### config.mk
export PLATFORM = sky130hd
export DESIGN_NAME = pulse_channel
export DESIGN_NICKNAME = d
export VERILOG_FILES = /design/src/rtl/pulse_channel.sv
export SDC_FILE = /design/constraint.sdc
export NUM_CORES = 1
export LEC_CHECK = 0
export BUFFER_PORTS_ARGS = -buffer_cell sky130_fd_sc_hd__buf_2
export CAP_MARGIN = 15
export CELL_PAD_IN_SITES_DETAIL_PLACEMENT = 1
export CELL_PAD_IN_SITES_GLOBAL_PLACEMENT = 1
export CORE_AREA = 2 2 73 75
export DETAILED_ROUTE_END_ITERATION = 8
export DIE_AREA = 0 0 75 77
export PLACE_DENSITY = 0.91
export SLEW_MARGIN = 25
export SYNTH_ARGS = -nofsm -noshare
export SYNTH_HDL_FRONTEND = slang
export SYNTH_SLANG_ARGS = --single-unit
### constraint.sdc
create_clock -name clk -period 5.7 [get_ports clk]
set_input_delay 0.855 -clock clk [delete_from_list [all_inputs] [get_ports clk]]
set_output_delay 0.855 -clock clk [all_outputs]
set_load 0.005 [all_outputs]
### src/rtl/pulse_channel.sv
// pulse_channel: rectangle-wave voice with period timer, 8-step duty
// sequencer, length counter and optional frequency sweep.
// Optional feature macro: PULSE_SWEEP_EN (enables the period sweep unit).
module pulse_channel #(
  parameter int TIMER_W = 11,
  parameter int VOL_W   = 4,
  parameter int LEN_W   = 8
) (
  input  logic               clk,
  input  logic               iReset_n,
  input  logic               iEnable,
  input  logic [1:0]         iDuty_cycle_type,
  input  logic [TIMER_W-1:0] iPeriod,
  input  logic [VOL_W-1:0]   iVolume,
  input  logic [LEN_W-1:0]   iLength,
  input  logic               iLoad,
  input  logic               iHalt,
  input  logic               iFrame_tick,
  input  logic               iSweep_en,
  input  logic               iSweep_negate,
  input  logic [2:0]         iSweep_shift,
  input  logic               iSweep_tick,
  output logic [VOL_W-1:0]   oData,
  output logic               oActive
);

  logic [TIMER_W-1:0] timer_q, timer_d;
  logic [TIMER_W-1:0] period_q, period_d;
  logic [2:0]         position_q, position_d;
  logic [LEN_W-1:0]   length_q, length_d;
  logic [VOL_W-1:0]   data_q, data_d;
  logic               active_q, active_d;

  logic [7:0]         pattern;
  logic [TIMER_W:0]   target;
  logic               sweep_mute;
  logic               sweep_apply;
  logic               mute;
  logic               load_go;

`ifdef PULSE_SWEEP_EN
  // Sweep target is computed one bit wider so an overflowing add is visible.
  always_comb begin
    logic [TIMER_W:0] delta;
    delta       = {1'b0, period_q} >> iSweep_shift;
    target      = iSweep_negate ? ({1'b0, period_q} - delta)
                                : ({1'b0, period_q} + delta);
    sweep_mute  = ~iSweep_negate & target[TIMER_W];
    sweep_apply = iSweep_tick & iSweep_en & (iSweep_shift != 3'd0) & ~sweep_mute;
  end
`else
  logic unused_sweep;
  assign unused_sweep = ^{iSweep_en, iSweep_negate, iSweep_shift, iSweep_tick};

  // Without the sweep unit the period only changes on a load.
  always_comb begin
    target      = {1'b0, period_q};
    sweep_mute  = 1'b0;
    sweep_apply = 1'b0;
  end
`endif

  // Duty waveform lookup, bit index is the sequencer position.
  always_comb begin
    pattern = 8'b0000_0001;
    case (iDuty_cycle_type)
      2'd0:    pattern = 8'b0000_0001;
      2'd1:    pattern = 8'b0000_0011;
      2'd2:    pattern = 8'b0000_1111;
      default: pattern = 8'b1111_1100;
    endcase
  end

  // Next-state logic: a load wins over the timer, frame tick and sweep.
  always_comb begin
    load_go    = iEnable & iLoad;
    timer_d    = timer_q;
    period_d   = period_q;
    position_d = position_q;
    length_d   = length_q;

    if (load_go) begin
      timer_d    = iPeriod;
      period_d   = iPeriod;
      position_d = 3'd0;
      length_d   = iLength;
    end else begin
      if (timer_q == '0) begin
        timer_d    = period_q;
        position_d = position_q - 3'd1;
      end else begin
        timer_d = timer_q - TIMER_W'(1);
      end

      if (!iEnable) begin
        length_d = '0;
      end else if (iFrame_tick && !iHalt && (length_q != '0)) begin
        length_d = length_q - LEN_W'(1);
      end

      if (sweep_apply) begin
        period_d = target[TIMER_W-1:0];
      end
    end

    mute     = (length_q == '0) || (period_q < TIMER_W'(8)) || sweep_mute;
    data_d   = (!mute && pattern[position_q]) ? iVolume : '0;
    active_d = (length_q != '0);
  end

  // State and output registers, cleared asynchronously.
  always_ff @(posedge clk or negedge iReset_n) begin
    if (!iReset_n) begin
      timer_q    <= '0;
      period_q   <= '0;
      position_q <= '0;
      length_q   <= '0;
      data_q     <= '0;
      active_q   <= 1'b0;
    end else begin
      timer_q    <= timer_d;
      period_q   <= period_d;
      position_q <= position_d;
      length_q   <= length_d;
      data_q     <= data_d;
      active_q   <= active_d;
    end
  end

  assign oData   = data_q;
  assign oActive = active_q;

endmodule

After elaboration in Yosys (flattened, before gate mapping). Index checks and enable logic that the tools add are counted.

Register bits: 38. Input bits: 37. Output and inout bits: 5. Logic and storage cells: 37.

Add/subtract/negate cells: 3. Order comparisons: 2. Equality and inequality tests: 3. Mux-type cells: 11. Bitwise logic cells: 1. Reduce and logical (&&, ||, !) cells: 11.

Operators with widths (number): $mux 8 (3); $pmux 8 s3 (1); $mux 11 (2); $logic_not 11->1 (1); $lt 11x4->1 const B (1); $sub 11x1->11 const B (1); $logic_not 8->1 (1); $reduce_bool 8->1 (1); $sub 8x1->8 const B (1); $mux 3 (2); $lt 3x4->1 const B (1); $mux 4 (1); $bmux 1 s3 (1); $logic_and 1x1->1 (3); $ne 3x1->1 const B (1); $sub 3x1->3 const B (1); $eq 2x1->1 const B (1); $eq 2x2->1 const B (1); $logic_not 1->1 (2); $logic_not 2->1 (1); $reduce_bool 2->1 (1); $and 1x1->1 (1); $logic_or 1x1->1 (1); $mux 1 (1).

Logic depth before layout (Yosys ltp). Gate-level depths: netlist of the first run.

Depth in word-level cells: 6. Depth in mapped cells: 6. Gate-level depth less buffers: 6.

Worst setup path before layout of the first run. Ideal clock, no wire load.

Kind: input to register. Start point: input iHalt. End point: register length_q[3]. Library setup time: 0.094 ns. Data arrival time: 1.889 ns. Data required time: 5.606 ns. Path slack: 3.717 ns. Stages on the path: 4. Buffers on the path: 0. Cell sequence: or4b_1 > a211oi_1 > xnor2_1 > a211oi_1.

Word-level cells in the longest chain between the ends: 4.

RTL lines: from (decl) (line 17) `input logic iHalt,`; $logic_not 1->1 (line 97) `end else if (iFrame_tick && !iHalt && (length_q != '0)) begin`; $logic_and 1x1->1 (2 in a row) (line 97); $ne 3x1->1 (no line); to (signal assigned) (line 124) `length_q <= length_d;`; to (decl) (line 30) `logic [LEN_W-1:0] length_q, length_d;`.

Every way passes these cells. A chain may end at the register's enable or synchronous reset.

Final worst setup path of the first run.
Start point: register timer_q[0]. End point: register timer_q[7].

Word-level cells in the longest chain between the ends: 3. Elaborated cells between the ends (all ways): 4.

RTL lines: from (decl) (line 27) `logic [TIMER_W-1:0] timer_q, timer_d;`; from (signal assigned) (line 121) `timer_q <= timer_d;`; $sub 11x1->11 or $logic_not 11->1 (tied branches) (line 92, 88); $mux 11 * (line 88) `if (timer_q == '0) begin`; $mux 11 * (line 82) `if (load_go) begin`; via timer_d[7] (line 27).

Mark *: on every way through the listed nets, which the timed path passes. The rest lies on a longest branch.

==> flow_summary.toml, run 1 <==
[synth]
synthMuxAreaShare_pct = 3.36
synth_compound_area_share_pct = 16.5
yosys_warnings = 0
ys.flop_type = "dfrtp_1"
seq_area_frac_synth_pct = 44.9
synth_cells = 239
ys_ff_latch = 38
syn_nets = 282
synth_top_family_by_area = "simple AND/OR/NAND/NOR gates"
synth-edff-count = 0
synthAdderAreaFrac_pct = 3.54
synth-simple-area-share_pct = 23.5
syn_area_per_cell_um2 = 8.87
yosysUniqueCellTypes = 45
yosys.area_share.xor_xnor_pct = 3.31
syn_area_mm2 = 0.00212
async_flop_share_pct = 100

[floorplan]
start_util_pct = 42.6
rows = 26
die_area_mm2 = 0.00578
fp.dieH_um = 77
coreArea_mm2 = 0.00498
chipWidth_um = 75
io_pins = 42

[clock_network]
clkSinkCount = 38
clk_pin_slew_worst_paths_ps = 70
clock_path_buffers = 2
cts_htree_levels = 2
clkLatencyLatePin_ps = 290
cts-root-buf = "clkbuf_8"
cts_buffers = 5
post_cts_buffers = 0
cts_tree = "built"
post_cts_hold_buffer_count = 0
cts_resized = 0

[routing]
drc = 0
drt-pass1-iter-count = 4
drt_iter0_markers = 29
num_vias = 1874
vias_per_cell = 5.46
routed_wirelength_um = 5320
antenna_left = 0
wl_per_cell_um = 15.5

[timing]
fin_crit_sh_pct = 39.3
slew_headroom_pct = 42.5
worst_clock_skew_ps = 2.50
finalHoldViolCount = 0
report.final.setup_viol = 0
slew_violations = 0
fin_ws_ps = 3460
worstMarginPinSlew_ps = 862
hold_ws_ps = 481
min_period_ps = 2240
rsz0062_at_grt = "false"
max_freq_mhz = 446
tns_ps = 0

[setup_path]
crit_start = "timer_q[0]$_DFF_PN0_"
crit_fanout = 7
rr_worst_depth = 6
reg2reg_from = "timer_q[0]$_DFF_PN0_"
critPathCapture = "timer_q[7]$_DFF_PN0_"
r2r_end = "timer_q[7]$_DFF_PN0_"
required_ps = 5870
cp-start-kind = "flip-flop"
cp.arrival_ps = 2410
reg2reg_slack_ps = 3460
slowest_stage = "nor3b_1"
path_cells = "inv_1 -> ha_1 -> nor3b_1 -> nand3_1 -> o2111ai_1 -> o21ai_0"
critical_path_class = "reg2reg"
crit_path_end_kind = "flip-flop"
max_stage_delay_ps = 530

[status]
run_status = "complete, no violations"

[pwr]
power.total_mw = 0.804
p_leak_nw = 1.15
p_per_area_mw_per_mm2 = 331
ir_worst_vdd_v = 0.000144

[worst_hold_path]
worstHoldPathCells = 2
min_path_type = "reg2reg"

[grt]
grt_max_degree = 39
gr-total-overflow = 0
grt_pass1_wl_um = 8800
first_global_vias = 1907
grtUsageTotal_pct = 19.6
antenna_found_initial = 0

[final_layout]
diodes = 0
layout-drive-gt1-share_pct = 17.6
final_common_cell = "nand2_1"
final_cell_mix = "nand2_1, dfrtp_1, buf_2"
final_nets = 315
areaGrowthSynthToFinish_pct = 14.6

[place]
dp_hpwl_um = 3770
gp_congestion = 0.938
io_buffers = 35
place_ws_ps = 3450

[job]
maxCapViolCount = 0
[power breakdown]
part	switching, mW	internal, mW	leakage [nW]
logic	0.139	0.100	0.627
registers	0.0553	0.317	0.477
clock network	0.0951	0.0976	0.0482
[cell families after synthesis]
kind of cell / after synthesis
buffers and inverters: 24
adder cells (fa/ha/maj): 6
XOR/XNOR: 8
AND/OR/NAND/NOR: 103
flip-flops: 38
AO/OA/AOI/OAI: 53
multiplexers: 7
[worst max-delay path, delay by kind of cell, from the launching register on]
family,cells,cell delay (ps)
DFF,1,420
and+or+nand+nor,2,950
adders and majority gates,1,220
buffers and inverters,1,130
AOI/OAI and AO/OA,2,410
[per-stage QoR]
stage / area [um2] / utilization, % / std cells
global placement: 2340 / 47.0 / 335
detailed placement: 2340 / 47.0 / 335
CTS: 2430 / 48.8 / 343
floorplan: 2120 / - / 239
global route: 2430 / 48.8 / 343
finish: 2430 / 48.8 / 343
[flip-flops by register name, indices dropped and copies added (netlist names)]
name        cells
period_q       11
timer_q        11
length_q        8
oData           4
position_q      3
oActive         1
[metal layers]
metal	routed length, um	up-vias	share of wire [%]	global-route usage [%]
li1	-	903	-	-
met1	2200	911	41	22.9
met2	2830	49	53	35.4
met3	210	11	4.0	4.07
met4	73	0	1.4	4.82
met5	0	-	0	0
[synthesized netlist by cell type (2+ instances only)]
cell	instances	area share (%)
dfrtp_1	38	45
nor3_1	4	0.94
a211oi_1	7	2.5
nor4_1	5	1.5
o21ai_0	11	2.6
mux2i_1	6	2.8
xnor2_1	5	2.1
or4_1	2	0.71
inv_1	14	2.5
or3_1	2	0.59
nand3_1	3	0.71
o221ai_1	2	0.83
nand2b_1	4	1.2
nand4_1	2	0.59
buf_6	2	1.1
a22oi_1	2	0.71
nand2_1	42	7.4
xor2_1	3	1.2
clkbuf_1	8	1.4
nor2_1	24	4.3
and2_1	6	1.8
a31oi_1	2	0.59
o31ai_1	3	1.1
ha_1	6	3.5
nor3b_1	3	1.1
a21oi_1	14	3.3
[cell type report]
type	count	area (um2)
Inverter	14	52.6
Tap cell	70	87.6
Sequential cell	38	951
Multi-Input combinational cell	177	1060
Fill cell	629	2550
Clock buffer	7	86.3
Clock inverter	1	5.00
Timing Repair Buffer	36	183
[how the worst min path moves through the flow]
stage	startpoint	to	slack (ps)
after floorplan	period_q[2]$_DFFE_PN0P_	period_q[2]$_DFFE_PN0P_	450
after global placement	period_q[2]$_DFFE_PN0P_	period_q[2]$_DFFE_PN0P_	460
after detailed placement	period_q[0]$_DFFE_PN0P_	period_q[0]$_DFFE_PN0P_	470
after CTS	period_q[0]$_DFFE_PN0P_	period_q[0]$_DFFE_PN0P_	490
after global routing	period_q[0]$_DFFE_PN0P_	period_q[0]$_DFFE_PN0P_	510
final	period_q[0]$_DFFE_PN0P_	period_q[0]$_DFFE_PN0P_	480
Power figures use the tool's default switching activity.
==> run 2: changes to the inputs <==
CORE_AREA = 2 2 75 77   (was 2 2 73 75)
DIE_AREA = 0 0 77 79   (was 0 0 75 77)
PLACE_DENSITY = 0.87   (was 0.91)
clock period = 2.3 ns   (was 5.7 ns; I/O delays follow)
==> run 2 against run 1 <==
Via count fell by 0.11%. Flip-flop and latch count did not move. Hold slack got worse by 320 ps. Utilization fell by 2.7 points. Global-route usage fell by 0.84 points. Combinational power rose to 2.6 times the previous value. Fmax rose by 12%. Cell count rose by 1.5%. Clock-buffer cell count fell by 1.
==> flow_summary.toml, run 2 (synthesis results as in run 1) <==
[routing]
routed_wirelength_um = 5380
drc = 0
antenna_left = 0
drt-pass1-iter-count = 4
wl_per_cell_um = 15.4
drt_iter0_markers = 77
num_vias = 1872
vias_per_cell = 5.38

[timing]
tns_ps = 0
fin_crit_sh_pct = 87.2
max_freq_mhz = 499
slew_violations = 0
fin_ws_ps = 295
min_period_ps = 2000
rsz0062_at_grt = "false"
worst_clock_skew_ps = 3.40
finalHoldViolCount = 0
slew_headroom_pct = 40.8
worstMarginPinSlew_ps = 888
report.final.setup_viol = 0

[setup_path]
required_ps = 2450
worst-path-buf-inv = 1
crit_path_end_kind = "flip-flop"
critical_path_class = "reg2reg"
path_cells = "inv_1 -> ha_1 -> or3b_2 -> nor3_4 -> mux2i_1 -> a21oi_1"
cp.arrival_ps = 2150
cp-start-kind = "flip-flop"
critical_path.top_delay_family = "simple AND/OR/NAND/NOR gates"
crit_fanout = 5
max_stage_delay_ps = 540
slowest_stage = "or3b_2"

[clock_network]
clock_path_buffers = 2
cts_buffers = 5
clk_pin_slew_worst_paths_ps = 70
post_cts_hold_buffer_count = 0
cts-root-buf = "clkbuf_8"
clkSinkCount = 38
clkLatencyLatePin_ps = 290
cts_tree = "built"
cts_htree_levels = 2
cts_resized = 0
post_cts_buffers = 0

[final_layout]
design_area_mm2 = 0.00246
final_cell_mix = "nand2_1, dfrtp_1, buf_2"
final_common_cell = "nand2_1"
top_regs = "period_q: 11 flops, timer_q: 11 flops, length_q: 8 flops"
areaGrowthSynthToFinish_pct = 16.1
diodes = 0
final_nets = 320
layout-drive-gt1-share_pct = 18.8
fin_util_pct = 46.1

[grt]
antenna_found_initial = 0
grt_pass1_wl_um = 9040
met1_usage_pct = 20.6
grtUsageTotal_pct = 18.7
grt_util_met3_pct = 3.64
first_global_vias = 1975
grt_max_degree = 39
gr-total-overflow = 0
grt_busiest_layer = "met2"
grtUsageMet2_pct = 36.0

[floorplan]
fp.dieH_um = 79
chipWidth_um = 77
rows = 27
start_util_pct = 39.7
coreArea_mm2 = 0.00534
io_pins = 42
die_area_mm2 = 0.00608

[place]
io_buffers = 35
place_ws_ps = 276
gp_congestion = 0.848
dp_hpwl_um = 3880
place_area_mm2 = 0.00238

[pwr]
p_per_area_mw_per_mm2 = 814
power.total_mw = 2.00
p_leak_nw = 1.17
ir_worst_vdd_v = 0.000398

[worst_hold_path]
min_path_type = "in2async"

[job]
maxCapViolCount = 0

[status]
run_status = "complete, no violations"
==> run 2: cell types whose count changed in the layout (fill, tap and decap cells not counted), sizes merged <==
| cell | before | now |
|---|---|---|
| clkinv | 1 | 0 |
| clkbuf | 7 | 6 |
| buf | 36 | 41 |
==> run 2: cell type report <==
cell class | count | area [um2]
flip-flops and latches | 38 | 951
fillers | 669 | 2880
inverters | 14 | 52.6
multi-input cells | 177 | 1060
repair buffers | 41 | 220
clock buffers | 6 | 82.6
well taps | 72 | 90.1
==> run 2: worst paths after layout <==
check,start,to,slack (ps),cells past startpoint
min in group clk,iVolume[1],oData[1]$_DFF_PN0_,260,2
hold / removal,iReset_n,length_q[6]$_DFFE_PN0P_,160,1
setup / recovery,timer_q[0]$_DFF_PN0_,timer_q[0]$_DFF_PN0_,300,6
setup reg to reg,timer_q[0]$_DFF_PN0_,timer_q[0]$_DFF_PN0_,300,6
hold reg to reg,period_q[1]$_DFFE_PN0P_,period_q[1]$_DFFE_PN0P_,480,2
max in group asynchronous,iReset_n,period_q[8]$_DFFE_PN0P_,1570,1
==> run 2: where the power goes <==
part	internal [mW]	leakage [nW]	switching, mW
clock network	0.231	0.0431	0.230
registers	0.787	0.477	0.138
logic	0.275	0.652	0.340
total	1.29	1.17	0.708
==> run 2: metrics by stage <==
step                      hold slack (ps)  cells
after global placement                462    342
after detailed placement              465    342
after global routing                  246    348
after CTS                             203    348
final                                 162    348
after floorplan                      49.4    239
==> run 2: metal layers <==
layer,up-vias,share of wire (%)
li1,916,-
met1,906,42
met2,41,53
met3,9,3.6
met4,0,1.4
met5,-,0
